==> src/rtl/multi_bus_regfile_pkg.sv <==
// Shared definitions for the multi-bus register file: the bus index width
// helper, the default PC reset value and the default bus word type.
package dataflow_pkg;
  localparam int          DEF_WIDTH    = 8;
  localparam logic [15:0] PC_RESET_DEF = 16'hAABB;

  typedef logic [DEF_WIDTH-1:0] bus_word_t;

  function automatic int bus_idx_w(input int n);
    return (n > 1) ? $clog2(n) : 1;
  endfunction
endpackage

==> src/rtl/multi_bus_regfile_bus_resolver.sv <==
// Wired-OR resolution of one internal bus plus detection of two or more
// simultaneous drivers.
module bus_resolver #(
  parameter int WIDTH = 8,
  parameter int N     = 2
) (
  input  logic [N-1:0][WIDTH-1:0] drv_i,
  input  logic [N-1:0]            en_i,
  output logic [WIDTH-1:0]        val_o,
  output logic                    multi_o
);
  always_comb begin
    val_o = '0;
    for (int i = 0; i < N; i++)
      if (en_i[i]) val_o |= drv_i[i];
  end

  // Clearing the lowest set bit leaves something only if two or more were set.
  assign multi_o = |(en_i & (en_i - N'(1)));
endmodule

==> src/rtl/multi_bus_regfile.sv <==
// Parametrised register file with NUM_BUSES OR-resolved buses, a bus0/bus1
// bridge, a PC register pair with inc/dec and a registered output port.
module multi_bus_regfile
  import dataflow_pkg::*;
#(
  parameter int                   WIDTH       = 8,
  parameter int                   NUM_REGS    = 8,
  parameter int                   NUM_BUSES   = 3,
  parameter int                   PC_LO_IDX   = 0,
  parameter int                   PC_HI_IDX   = 1,
  parameter logic [WIDTH-1:0]     RESET_VALUE = '0,
  parameter logic [2*WIDTH-1:0]   PC_RESET    = (2*WIDTH)'(PC_RESET_DEF),
  localparam int                  BW          = bus_idx_w(NUM_BUSES)
) (
  input  logic                          clk,
  input  logic                          nrst,
  input  logic [NUM_BUSES*NUM_REGS-1:0] drive_sel,
  input  logic [NUM_BUSES-1:0]          ext_drive,
  input  logic [WIDTH-1:0]              ext_in,
  input  logic                          bridge_0to1,
  input  logic                          bridge_1to0,
  input  logic [NUM_REGS-1:0]           reg_load,
  input  logic [NUM_REGS*BW-1:0]        reg_src,
  input  logic                          pc_inc,
  input  logic                          pc_dec,
  input  logic                          out_load,
  input  logic [BW-1:0]                 out_src,
  output logic [NUM_BUSES*WIDTH-1:0]    bus_val,
  output logic [NUM_REGS*WIDTH-1:0]     regs_out,
  output logic [WIDTH-1:0]              ext_out,
  output logic                          ext_out_valid,
  output logic                          conflict,
  output logic [BW-1:0]                 conflict_bus
);
  localparam int ND = NUM_REGS + 1;

  logic [NUM_REGS-1:0][WIDTH-1:0]  reg_q, reg_d, nxt;
  logic [NUM_BUSES-1:0][WIDTH-1:0] raw, bus;
  logic [NUM_BUSES-1:0]            multi;
  logic [2*WIDTH-1:0]              pc_p, pc_n;
  logic [WIDTH-1:0]                ext_out_q;
  logic                            valid_q, conflict_q;
  logic [BW-1:0]                   conflict_bus_q, first_idx;

  // Out-of-range bus indices fall through every compare and select 0.
  function automatic logic [WIDTH-1:0] pick(input logic [BW-1:0] s,
                                            input logic [NUM_BUSES-1:0][WIDTH-1:0] bv);
    pick = '0;
    for (int b = 0; b < NUM_BUSES; b++)
      if (s == BW'(b)) pick = bv[b];
  endfunction

  for (genvar b = 0; b < NUM_BUSES; b++) begin : g_bus
    logic [ND-1:0][WIDTH-1:0] drv;
    assign drv = {ext_in, reg_q};
    bus_resolver #(.WIDTH(WIDTH), .N(ND)) u_res (
      .drv_i  (drv),
      .en_i   ({ext_drive[b], drive_sel[b*NUM_REGS +: NUM_REGS]}),
      .val_o  (raw[b]),
      .multi_o(multi[b])
    );
  end

  // Bridge terms use raw values only, so opening both directions cannot loop.
  always_comb begin
    bus = raw;
    if (bridge_1to0) bus[0] = raw[0] | raw[1];
    if (bridge_0to1) bus[1] = raw[1] | raw[0];
  end

  always_comb begin
    for (int r = 0; r < NUM_REGS; r++)
      nxt[r] = reg_load[r] ? pick(reg_src[r*BW +: BW], bus) : reg_q[r];
    pc_p = {nxt[PC_HI_IDX], nxt[PC_LO_IDX]};
    pc_n = pc_p;
    if (pc_inc && !pc_dec) pc_n = pc_p + (2*WIDTH)'(1);
    if (pc_dec && !pc_inc) pc_n = pc_p - (2*WIDTH)'(1);
    reg_d            = nxt;
    reg_d[PC_LO_IDX] = pc_n[WIDTH-1:0];
    reg_d[PC_HI_IDX] = pc_n[2*WIDTH-1:WIDTH];
  end

  always_comb begin
    first_idx = '0;
    for (int b = NUM_BUSES-1; b >= 0; b--)
      if (multi[b]) first_idx = BW'(b);
  end

  always_ff @(posedge clk or negedge nrst) begin
    if (!nrst) begin
      for (int r = 0; r < NUM_REGS; r++) begin
        if (r == PC_LO_IDX)      reg_q[r] <= PC_RESET[WIDTH-1:0];
        else if (r == PC_HI_IDX) reg_q[r] <= PC_RESET[2*WIDTH-1:WIDTH];
        else                     reg_q[r] <= RESET_VALUE;
      end
      ext_out_q      <= '0;
      valid_q        <= 1'b0;
      conflict_q     <= 1'b0;
      conflict_bus_q <= '0;
    end else begin
      reg_q   <= reg_d;
      valid_q <= out_load;
      if (out_load) ext_out_q <= pick(out_src, bus);
      if (!conflict_q && |multi) begin
        conflict_q     <= 1'b1;
        conflict_bus_q <= first_idx;
      end
    end
  end

  assign bus_val       = bus;
  assign regs_out      = reg_q;
  assign ext_out       = ext_out_q;
  assign ext_out_valid = valid_q;
  assign conflict      = conflict_q;
  assign conflict_bus  = conflict_bus_q;
endmodule

==> config.mk <==
export PLATFORM = sky130hd
export DESIGN_NAME = multi_bus_regfile
export DESIGN_NICKNAME = d
export VERILOG_FILES = /design/src/rtl/multi_bus_regfile_pkg.sv /design/src/rtl/multi_bus_regfile_bus_resolver.sv /design/src/rtl/multi_bus_regfile.sv
export SDC_FILE = /design/constraint.sdc
export NUM_CORES = 1
export LEC_CHECK = 0
export ABC_AREA = 1
export BUFFER_PORTS_ARGS = -buffer_cell sky130_fd_sc_hd__buf_4
export CORE_UTILIZATION = 41
export CTS_CLUSTER_DIAMETER = 30
export CTS_CLUSTER_SIZE = 20
export DETAILED_ROUTE_END_ITERATION = 8
export GPL_TIMING_DRIVEN = 0
export PLACE_DENSITY = 0.61
export SLEW_MARGIN = 25
export SYNTH_ARGS = -nofsm -noshare
export SYNTH_HDL_FRONTEND = slang
export SYNTH_SLANG_ARGS = --single-unit
==> constraint.sdc <==
create_clock -name clk -period 4.45 [get_ports clk]
set_input_delay 0.445 -clock clk [delete_from_list [all_inputs] [get_ports clk]]
set_output_delay 0.445 -clock clk [all_outputs]
set_load 0.005 [all_outputs]
==> flow_summary.ini <==
[cells_and_area]
final_layout_size_suffix_gt1_frac = 0.225
num_antenna_cells = 0
utilization = 0.518
nets = 1461
area_delta_synth_final_pct = 22.0
fin_area_mm2 = 0.00905
fin_cells = 1621

[floorplanning]
start_util = 0.425
die_area_mm2 = 0.0186
rows = 48
dieWidth_um = 137
ios = 168
dieHeight_um = 137
coreArea_mm2 = 0.0175

[routing]
remaining_drc_errors = 0
wl_mm = 30.7
vias = 8639
dr.pass1.iters = 5
ant_nets = 0
first_iter_violations = 723
vias_per_cell = 5.33
wl_per_cell_um = 18.9

[critical_path]
crit_path_start_kind = flop
path_max_fanout = 10
cp.required_ns = 4.70
arrival_ns = 2.83
worst_setup_path_end_kind = flop
regToRegSetupSlack_ns = 1.87
worstSetupPathType = flop to flop

[clock_network]
cts-resized-gates = 0
h-tree-depth = 3
path_clk_slew_ns = 0.07
clockRootBuffer = clkbuf_16
cts_hold_buf = 0
clock_latency_ns = 0.35
cts_setup_buffers = 0
cts_tree = done
clock_sinks = 76
cts_made_buffers = 9
clockBufferDepth = 2

[run]
maxCapViolations = 0

[timing]
timing.fmax_mhz = 388
slew_headroom = 0.504
period_needed_ns = 2.58
slew_viol_final = 0
rsz0062_at_grt = false
setup_violations = 0
hold_violations = 0
period_share = 0.579
timing.setup.tns_ns = 0
setup_ws_ns = 1.87
tightestPinTransition_ns = 0.744
fin_skew_ns = 0.0131

[synth]
syn_inst = 1238
yosys_warnings = 0
async_flop_share = 1.00
synth_flop_cell = dfrtp_1
synth_edf_count = 0
ys_ff_latch = 76
syn_area_mm2 = 0.00742
syn_area_per_cell_um2 = 5.99
syn-num-nets = 1308
seq_area_frac_synth = 0.258
yosysTopAreaCellShare = 0.245
netlist_top_cells_area = nand2_1 (24%), dfrtp_1 (22%), inv_1 (8.2%)
synthDistinctLibCells = 40
yosys.area.top_type = nand2_1

[global_route]
antenna_found_initial = 0
grt_max_degree = 77
overflow = 0
grt_pass1_vias = 7881
grt_pass1_wl_mm = 46.2
grt_use_total = 0.338

[placed_design]
post-place-ws_ns = 1.70
placed_cells = 1605
dpl_cell_area_mm2 = 0.00877
hpwl_mm = 22.2
routabilityCongestion = 0.979
portBuffers = 142

[pwr]
p_leak_nw = 5.02
peakVddDrop_uv = 180
power_density_mw_per_mm2 = 288

[min_path]
hold_path_class = primary input to async pin

[run_status]
status = complete, no violations
through the flow:
step           total power [mW]  hold slack (ns)
2_1_floorplan              1.44            0.149
3_3_place_gp               1.87            0.473
3_5_place_dp               1.87            0.473
4_1_cts                    2.61            0.267
5_1_grt                    2.76            0.195
6_report                   2.61            0.140
routing by layer:
layer  part of all wire  vias up  global-route usage
li1                   -     4169                   -
met1               0.42     3995               0.441
met2               0.45      403               0.538
met3              0.095       72              0.0711
met4              0.040        0               0.144
met5                  0        -                   0
cell families (layout without fill, tap and decap cells):
kind of cell	count (synthesis)	after routing	share of synthesized area
buffers and inverters	201	359	0.126
flip-flops	76	76	0.258
AO/OA/AOI/OAI	148	148	0.104
AND/OR/NAND/NOR	799	799	0.494
adder cells (fa/ha/maj)	4	4	0.00624
XOR/XNOR	10	10	0.0118
state kept, by name (all words and copies together), names as in the netlist:
register / count
conflict: 1
conflict_bus: 2
ext_out: 8
regs_out: 64
ext_out_valid: 1
cells in the mapped netlist, types with 2 or more instances:
cell / n
buf_6: 20
inv_1: 162
buf_4: 8
nand3_2: 20
nor2_2: 8
dfrtp_1: 66
o22ai_1: 2
or2_2: 16
xor2_1: 8
inv_2: 10
nand2_4: 21
nor2_1: 89
o21ai_0: 61
nand3_1: 101
a21oi_1: 77
nand2_1: 484
nor2_4: 6
and3_1: 6
nand3b_1: 3
o21ai_2: 2
dfstp_2: 10
xnor2_1: 2
nand4_1: 9
ha_1: 2
nand2_2: 30
power breakdown:
| group | leakage (nW) | switching, mW | internal, mW |
|---|---|---|---|
| combinational | 4.05 | 0.523 | 0.378 |
| clock | 0.135 | 0.342 | 0.387 |
| sequential | 0.832 | 0.185 | 0.791 |
cell type report:
type / instances / area (µm²)
Clock buffer: 9 / 225
Timing Repair Buffer: 142 / 1070
Multi-Input combinational cell: 961 / 4570
Clock inverter: 7 / 57.6
Inverter: 172 / 646
Tap cell: 225 / 282
Buffer: 29 / 290
Fill cell: 1851 / 8420
Sequential cell: 76 / 1910
path summary, 6_finish.rpt:
check	startpoint	to	depth (start not counted)
max in group asynchronous	nrst	regs_out[40]$_DFFE_PN0P_	1
setup reg to reg	regs_out[56]$_DFFE_PN0P_	regs_out[14]$_DFF_PN0_	17
setup / recovery	regs_out[56]$_DFFE_PN0P_	regs_out[14]$_DFF_PN0_	17
hold / removal	nrst	regs_out[63]$_DFFE_PN0P_	1
hold reg to reg	conflict_bus[0]$_DFFE_PN0P_	conflict_bus[0]$_DFFE_PN0P_	2
min in group clk	out_load	ext_out_valid$_DFF_PN0_	1
critical path, cell delays in order, from the launching register on:
cell	delay, ns
dfrtp_1	0.46
nand2_1	0.10
nand3_1	0.17
nor2_1	0.18
nand2_2	0.29
a21oi_1	0.26
nand3_2	0.11
nand2_4	0.10
inv_2	0.05
ha_1	0.19
inv_1	0.08
nor2_1	0.06
nand4_1	0.10
nand2_2	0.12
nand3_1	0.10
nand2_1	0.05
nand2_1	0.05
inv_1	0.04
cell usage in the layout (no fill, tap or decap), types with 2 or more instances in the layout:
master      count
buf_6          21
a21oi_1        77
inv_2          10
o21ai_0        61
clkbuf_16       9
or2_2          16
nand3_2        20
dfrtp_1        66
ha_1            2
nor2_1         89
clkinvlp_4      2
dfstp_2        10
nand2_4        21
inv_6           3
inv_1         162
nand4_1         9
nand2_1       484
xor2_1          8
buf_4         149
and3_1          6
nand3_1       101
o21ai_2         2
nor2_2          8
nor2_4          6
nand3b_1        3
xnor2_1         2
o22ai_1         2
nand2_2        30
Note: power is estimated with default switching activity, not from simulation.
